## config.mk

```make
export PLATFORM = sky130hd
export DESIGN_NAME = reg_file_2r1w
export DESIGN_NICKNAME = d
export VERILOG_FILES = /design/src/rtl/reg_file_pkg.sv /design/src/rtl/reg_file_2r1w_en_reg.sv /design/src/rtl/reg_file_2r1w.sv
export SDC_FILE = /design/constraint.sdc
export NUM_CORES = 2
export LEC_CHECK = 0
export CORE_ASPECT_RATIO = 1.75
export CORE_MARGIN = 3
export CORE_UTILIZATION = 45
export DETAILED_ROUTE_END_ITERATION = 16
export PLACE_DENSITY = 0.58
export SLEW_MARGIN = 10
export SYNTH_ARGS = -nofsm -noshare
export SYNTH_HDL_FRONTEND = slang
export SYNTH_SLANG_ARGS = --single-unit
```

## constraint.sdc

```tcl
create_clock -name clk_i -period 155.4 [get_ports clk_i]
set_input_delay 31.08 -clock clk_i [delete_from_list [all_inputs] [get_ports clk_i]]
set_output_delay 31.08 -clock clk_i [all_outputs]
set_load 0.05 [all_outputs]
```

## src/rtl/reg_file_pkg.sv

```systemverilog
// Shared constants and helpers for the two-read / one-write register file.
// byte_merge works on a fixed maximum width so callers of any width can zero-extend into it.
package reg_file_pkg;

    localparam int DATA_WIDTH_DEF = 64;
    localparam int NUM_REGS_DEF   = 32;
    localparam int ZERO_IDX_DEF   = 31;
    localparam int MAX_DATA_W     = 1024;
    localparam int MAX_BYTES      = MAX_DATA_W / 8;

    function automatic int addr_width(input int n);
        return (n <= 2) ? 1 : $clog2(n);
    endfunction

    function automatic logic [MAX_DATA_W-1:0] byte_merge(
        input logic [MAX_DATA_W-1:0] old_v,
        input logic [MAX_DATA_W-1:0] new_v,
        input logic [MAX_BYTES-1:0]  be
    );
        logic [MAX_DATA_W-1:0] res;
        res = old_v;
        for (int k = 0; k < MAX_BYTES; k++) begin
            if (be[k]) res[8*k +: 8] = new_v[8*k +: 8];
        end
        return res;
    endfunction

endpackage

```

## src/rtl/reg_file_2r1w_en_reg.sv

```systemverilog
// Enabled multi-bit register with asynchronous active-high clear.
module en_reg #(
    parameter int WIDTH = 8
) (
    output logic [WIDTH-1:0] q_o,
    input  logic [WIDTH-1:0] d_i,
    input  logic             enable_i,
    input  logic             reset_i,
    input  logic             clk_i
);

    always_ff @(posedge clk_i or posedge reset_i) begin
        if (reset_i) begin
            q_o <= '0;
        end else if (enable_i) begin
            q_o <= d_i;
        end
    end

endmodule

```

## src/rtl/reg_file_2r1w.sv

```systemverilog
// Register file: two combinational read ports, one byte-strobed write port,
// optional hardwired-zero entry and optional same-cycle write-to-read bypass.
module reg_file_2r1w
    import reg_file_pkg::*;
#(
    parameter int DATA_WIDTH   = DATA_WIDTH_DEF,
    parameter int NUM_REGS     = NUM_REGS_DEF,
    parameter int HAS_ZERO_REG = 1,
    parameter int ZERO_IDX     = ZERO_IDX_DEF,
    parameter int BYPASS       = 0,
    localparam int AW          = addr_width(NUM_REGS),
    localparam int NB          = DATA_WIDTH / 8
) (
    input  logic                  clk_i,
    input  logic                  reset_i,
    input  logic                  wr_en_i,
    input  logic [AW-1:0]         wr_addr_i,
    input  logic [DATA_WIDTH-1:0] wr_data_i,
    input  logic [NB-1:0]         wr_be_i,
    input  logic [AW-1:0]         rd_addr_a_i,
    input  logic [AW-1:0]         rd_addr_b_i,
    output logic [DATA_WIDTH-1:0] rd_data_a_o,
    output logic [DATA_WIDTH-1:0] rd_data_b_o
);

    if (HAS_ZERO_REG != 0 && ZERO_IDX >= NUM_REGS) begin : g_bad_zero_idx
        $error("reg_file_2r1w: ZERO_IDX must be below NUM_REGS");
    end
    if (DATA_WIDTH % 8 != 0 || DATA_WIDTH > MAX_DATA_W) begin : g_bad_width
        $error("reg_file_2r1w: DATA_WIDTH must be a multiple of 8 and fit byte_merge");
    end

    logic [NUM_REGS-1:0][DATA_WIDTH-1:0] entry;
    logic                                wr_valid;
    logic [DATA_WIDTH-1:0]               rd_raw_a;
    logic [DATA_WIDTH-1:0]               rd_raw_b;

    // A write with no strobes, to a missing entry or to the zero entry changes nothing.
    assign wr_valid = wr_en_i && (|wr_be_i) && (int'(wr_addr_i) < NUM_REGS)
                      && !(HAS_ZERO_REG != 0 && int'(wr_addr_i) == ZERO_IDX);

    for (genvar e = 0; e < NUM_REGS; e++) begin : g_entry
        if (HAS_ZERO_REG != 0 && e == ZERO_IDX) begin : g_zero
            assign entry[e] = '0;
        end else begin : g_store
            for (genvar k = 0; k < NB; k++) begin : g_lane
                logic lane_en;
                assign lane_en = wr_valid && (wr_addr_i == AW'(e)) && wr_be_i[k];
                en_reg #(.WIDTH(8)) u_lane (
                    .q_o      (entry[e][8*k +: 8]),
                    .d_i      (wr_data_i[8*k +: 8]),
                    .enable_i (lane_en),
                    .reset_i  (reset_i),
                    .clk_i    (clk_i)
                );
            end
        end
    end

    always_comb begin
        rd_raw_a = '0;
        rd_raw_b = '0;
        if (int'(rd_addr_a_i) < NUM_REGS) rd_raw_a = entry[rd_addr_a_i];
        if (int'(rd_addr_b_i) < NUM_REGS) rd_raw_b = entry[rd_addr_b_i];
    end

    if (BYPASS != 0) begin : g_bypass
        logic [DATA_WIDTH-1:0] wr_cur;
        logic [DATA_WIDTH-1:0] wr_merged;

        always_comb begin
            wr_cur = '0;
            if (int'(wr_addr_i) < NUM_REGS) wr_cur = entry[wr_addr_i];
        end

        assign wr_merged = DATA_WIDTH'(byte_merge(MAX_DATA_W'(wr_cur),
                                                  MAX_DATA_W'(wr_data_i),
                                                  MAX_BYTES'(wr_be_i)));

        // Reset gating keeps both ports at zero while the array is being cleared.
        assign rd_data_a_o = (wr_valid && !reset_i && rd_addr_a_i == wr_addr_i) ? wr_merged : rd_raw_a;
        assign rd_data_b_o = (wr_valid && !reset_i && rd_addr_b_i == wr_addr_i) ? wr_merged : rd_raw_b;
    end else begin : g_direct
        assign rd_data_a_o = rd_raw_a;
        assign rd_data_b_o = rd_raw_b;
    end

endmodule

```

== After elaboration in Yosys (flattened, before gate mapping) ==
Index checks and enable logic that the tools add are counted.
Operators by class
  bitwise gates (word level): 0
  divide/modulo/power cells: 0
  reductions and logical operators: 284
  muxes and demuxes: 4
  shift operators: 0
  multipliers: 0
  add/subtract/negate cells: 0
  $lt $le $gt $ge: 2
  equality and inequality tests: 31
Operator list (number)
  64-bit binary-select mux with 5-bit select: 2
  1-bit logical AND: 281
  64-bit two-way mux: 2
  5-bit equality test (second input constant): 15
  5-bit by 4-bit equality test with 1-bit output (second input constant): 8
  5-bit by 3-bit equality test with 1-bit output (second input constant): 4
  5-bit by 6-bit less-than comparator with 1-bit output (second input constant): 2
  5-bit by 1-bit equality test with 1-bit output (second input constant): 2
  5-bit by 2-bit equality test with 1-bit output (second input constant): 2
  8-bit OR reduction: 1
  5-bit zero test: 1
  1-bit zero test: 1
Word-level totals
  memory bits (read-only): 0
  memories kept: 0
  logic and storage cells: 569
  flip-flop bits (word level): 1984
  bits in latches: 0
  bits in writable memories: 0

== Longest topological paths before layout ==
  depth after elaboration: 5
  depth in mapped cells: 8

== Modules after synthesis ==
From an unflattened synthesis, not the netlist that was laid out.
Second synthesis, totals
  cell total of the unflattened synthesis: 7896
  area total of the unflattened synthesis: 117183.6 µm²
By module, submodules not included
  en_reg: area an instance 335.3 µm², instances 248, sequential area each 200.2 µm², cells each 18
  reg_file_2r1w: area an instance 34023.9 µm², instances 1, sequential area each 0.0 µm², cells each 3432

== Worst setup path after synthesis ==
OpenSTA, ideal clock, no wires.
  path type: input port to output port
  start: input rd_addr_b_i[0]
  end: output rd_data_b_o[54]
  data arrival time: 33.808 ns
  cell stages on the path: 7
  setup slack: 90.512 ns
  buffers on the path: 5
  cells stage by stage: clkbuf_1 > buf_2 > buf_1 > buf_2 > buf_1 > o21ai_0 > a211oi_1
On the way
  longest elaborated chain between the ends: 2
Ends and longest elaborated chain
  start: declaration: line reg_file_2r1w.sv:21  | input logic [AW-1:0] rd_addr_b_i,
  64-bit binary-select mux with 5-bit select: line reg_file_2r1w.sv:64  | if (int'(rd_addr_b_i) < NUM_REGS) rd_raw_b = entry[rd_addr_b_i];
  64-bit two-way mux (implied by the code): line reg_file_2r1w.sv:64
  end: declaration: line reg_file_2r1w.sv:23  | output logic [DATA_WIDTH-1:0] rd_data_b_o
No other way between the ends. The select of a mux whose other input is x is not followed.

== Worst setup path in the final report ==
  start: input rd_addr_a_i[0]
  end: output rd_data_a_o[51]
On the way
  longest elaborated chain between the ends: 2
Ends and longest elaborated chain
  start: declaration: line reg_file_2r1w.sv:20  | input logic [AW-1:0] rd_addr_a_i,
  64-bit binary-select mux with 5-bit select: line reg_file_2r1w.sv:63  | if (int'(rd_addr_a_i) < NUM_REGS) rd_raw_a = entry[rd_addr_a_i];
  64-bit two-way mux (implied by the code): line reg_file_2r1w.sv:63
  end: declaration: line reg_file_2r1w.sv:22  | output logic [DATA_WIDTH-1:0] rd_data_a_o,
No other way between the ends. The select of a mux whose other input is x is not followed.

==> results.toml <==
[run_status]
status = "complete, no violations"

[clocking]
numCtsBuffers = 201
cts_setup_buffers = 0
clkSlewWorstSetupHoldPaths_ps = 60
hold_buffers = 0
cts_tree = "done"
cts_buffer_depth = 4
cts_sinks = 1984
h-tree-depth = 4
clk_latency_ps = 930
cts-resized-gates = 0
clock_tree.root_cell = "clkbuf_16"

[sta]
slew_viol_final = 0
max_slew_margin_pct = 3.02
tightest_slew_ps = 1450
post-route-period-util_pct = 43.7
setup_viol_count_final = 0
fin_ws_ps = 87540
max_freq_mhz = 14.7
period_needed_ps = 67860
hold_violations = 0
skew_ps = 0
setup_tns_ps = 0
rsz0062_at_grt = "no"

[global_route]
grt_overflow = 0
grt_start_max_net_pins = 186
antenna_found_initial = 30
grt_pass1_wl_um = 545000
grt_pass1_vias = 74245
grtUsageTotal_pct = 30.7

[drt]
via_per_inst = 6.66
dr.pass1.iters = 7
wl_um = 377000
ant_nets = 0
drt-initial-drc-count = 6139
vias = 70904
drt-wirelength-per-cell_um = 35.4
drc_errors = 0

[floorplanning]
ios = 218
std_cell_rows = 235
die_h_um = 648
die_area_um2 = 241000
start_util_pct = 45.2
chipWidth_um = 373
core-area_um2 = 234000

[synth]
async_reset_ff_share_pct = 100
syn-num-nets = 7591
synth_edf_count = 0
syn_inst = 7501
yosys_most_used_dff = "dfrtp_1"
syn_area_um2 = 106000
seq_area_frac_synth_pct = 46.9
synth-seq-cells = 1984
synth-warning-count = 0
synthDistinctLibCells = 49
syn_area_per_cell_um2 = 14.1

[finish]
seqCellArea_um2 = 49600
top_register = "g_entry.g_store.g_lane.u_lane.q_o"
syn_to_final_growth_pct = 10.9
largest_register_ffs = 1984
layout.nets = 7498
n_fill_cell = 20333
drive_gt1_share_pct = 42.5
multiInputGateArea_um2 = 53400
reg.largest.list = "g_entry.g_store.g_lane.u_lane.q_o x1984"

[setup_path]
rr_worst_depth = 1
crit_required_ps = 124320
crit_fanout = 52
crit_type = "in -> out"
crit_arrival_ps = 36780
rr_startpoint = "g_entry[24].g_store.g_lane[1].u_lane.q_o[0]"
start_kind = "input port"
reg2reg_to = "g_entry[24].g_store.g_lane[1].u_lane.q_o[0]"
end_kind = "output port"
ff2ff_setup_slack_ps = 154580

[hold_path]
holdPathEnd = "g_entry[20].g_store.g_lane[4].u_lane.q_o[0]"
min_from = "g_entry[20].g_store.g_lane[4].u_lane.q_o[0]"
holdPathStages = 1
hp-class = "reg -> reg"

[place]
numPortBuffers = 217
dp_hpwl_um = 240000
preCtsSetupSlack_ps = 87300
globalplace.congestion = 0.851

[power_and_ir_drop]
ir_worst_vdd_uv = 8.68
p_leak_nw = 51.9
p_per_area_nw_per_um2 = 11.8

[run]
cap_violations = 0
Yosys cell counts, types with 3 or more instances:
cell | number | share of area [%]
a21boi_0 | 74 | 0.52
nand3_1 | 59 | 0.28
o2111ai_2 | 4 | 0.057
mux2i_1 | 640 | 6.1
buf_2 | 73 | 0.35
nor2b_1 | 17 | 0.10
a211oi_1 | 74 | 0.52
nor2_1 | 129 | 0.46
mux2_2 | 1903 | 20
nand3_2 | 8 | 0.076
o21ai_0 | 74 | 0.35
mux2_4 | 80 | 1.1
and2_1 | 13 | 0.077
a2111oi_4 | 4 | 0.10
clkbuf_1 | 507 | 1.8
nor3b_1 | 5 | 0.035
nand3b_1 | 4 | 0.028
dfrtp_1 | 1984 | 47
a22oi_1 | 216 | 1.5
and3b_1 | 3 | 0.025
nand4_1 | 55 | 0.32
inv_1 | 130 | 0.46
nand2_2 | 25 | 0.15
o22ai_1 | 148 | 0.87
and3_1 | 20 | 0.12
nand2b_1 | 3 | 0.018
o211ai_1 | 129 | 0.91
buf_1 | 88 | 0.31
o221ai_1 | 127 | 1.1
mux4_2 | 640 | 14
a221oi_1 | 74 | 0.61
nor2_8 | 9 | 0.17
nand2_1 | 161 | 0.57
area by class of cell:
type / instances / area share (%)
antenna: 10 / 0.0213
tap: 3081 / 3.28
inverter: 132 / 0.432
multi-input combinational: 4712 / 45.4
clock buffer: 309 / 5.18
sequential: 1984 / 42.3
clock inverter: 40 / 0.380
timing repair buffer: 377 / 3.00
worst max-delay path by stage:
stage | cells after the start | slack [ps] | end | from
final | 10 | 87540 | rd_data_a_o[51] | rd_addr_a_i[0]
after CTS | 9 | 87310 | rd_data_a_o[45] | rd_addr_a_i[0]
after floorplan | 1 | 68280 | g_entry[0].g_store.g_lane[0].u_lane.q_o[0] | reset_i
after detailed placement | 9 | 87300 | rd_data_a_o[45] | rd_addr_a_i[0]
after global routing | 9 | 87120 | rd_data_a_o[45] | rd_addr_a_i[0]
after global placement | 10 | 87270 | rd_data_a_o[47] | rd_addr_a_i[0]
worst max-delay path: stages:
cell and delay [ps]:
buf_8 420, buf_4 770, buf_4 810, buf_4 790, buf_4 660, mux2i_1 160, o221ai_1 230, o211ai_1 160
a211oi_1 580, clkdlybuf4s50_1 930
kinds of logic (layout without fill, tap and decap cells):
family                 count (synthesis)  in the layout  share of synthesized area [%]
buffers and inverters                805            858                           2.97
AO/OA/AOI/OAI                        924            924                           6.54
multiplexers                        3264           3264                           41.0
AND/OR/NAND/NOR                      524            524                           2.54
flip-flops                          1984           1984                           46.9
other                                  0             10                              0
cell usage in the layout (no fill, tap or decap), drive strengths merged, types with 2 or more instances in the layout:
cell type	count
o22ai	148
o221ai	127
diode	10
mux2	1984
nand3	67
a2111oi	4
dfrtp	1984
clkdlybuf4s50	207
nor2b	17
inv	133
nand2b	3
a21boi	74
nand2	186
clkbuf	309
a22oi	216
nor2	139
mux4	640
o2111ai	4
or3	2
o211ai	129
nor3b	5
a221oi	74
nor4	4
nand4	55
and3	20
a211oi	74
and2	13
nand3b	4
buf	170
o21ai	74
bufinv	9
clkinv	26
or4	2
clkinvlp	4
and3b	3
mux2i	640
metal layers:
layer / global-route usage [%] / share of wire [%] / wire length (µm) / vias to the layer above
met5: 0 / 0.040 / 151 / -
met4: 15.7 / 5.9 / 22200 / 24
met3: 5.64 / 6.3 / 23800 / 977
met2: 52.0 / 50 / 187000 / 2747
met1: 37.7 / 38 / 144000 / 38338
li1: - / - / - / 28818
through the flow:
step / hold WS, ps / utilization (%) / power, mW / cells / instance area [µm²]
after CTS: 525 / 50.2 / 1.39 / 10635 / 117000
after detailed placement: 512 / 47.4 / 0.897 / 10286 / 111000
final: 520 / 50.2 / 1.39 / 10645 / 117000
after floorplan: 480 / - / 0.819 / 7501 / 106000
after global routing: 536 / 50.2 / 1.44 / 10636 / 117000
after global placement: 490 / 47.4 / 0.887 / 10285 / 111000
report_power, final:
part           internal (mW)  switching, mW  leakage [nW]
Clock                  0.283          0.214          3.22
Combinational          0.127          0.125          22.3
Sequential             0.585         0.0522          26.4
Power figures use the tool's default switching activity.
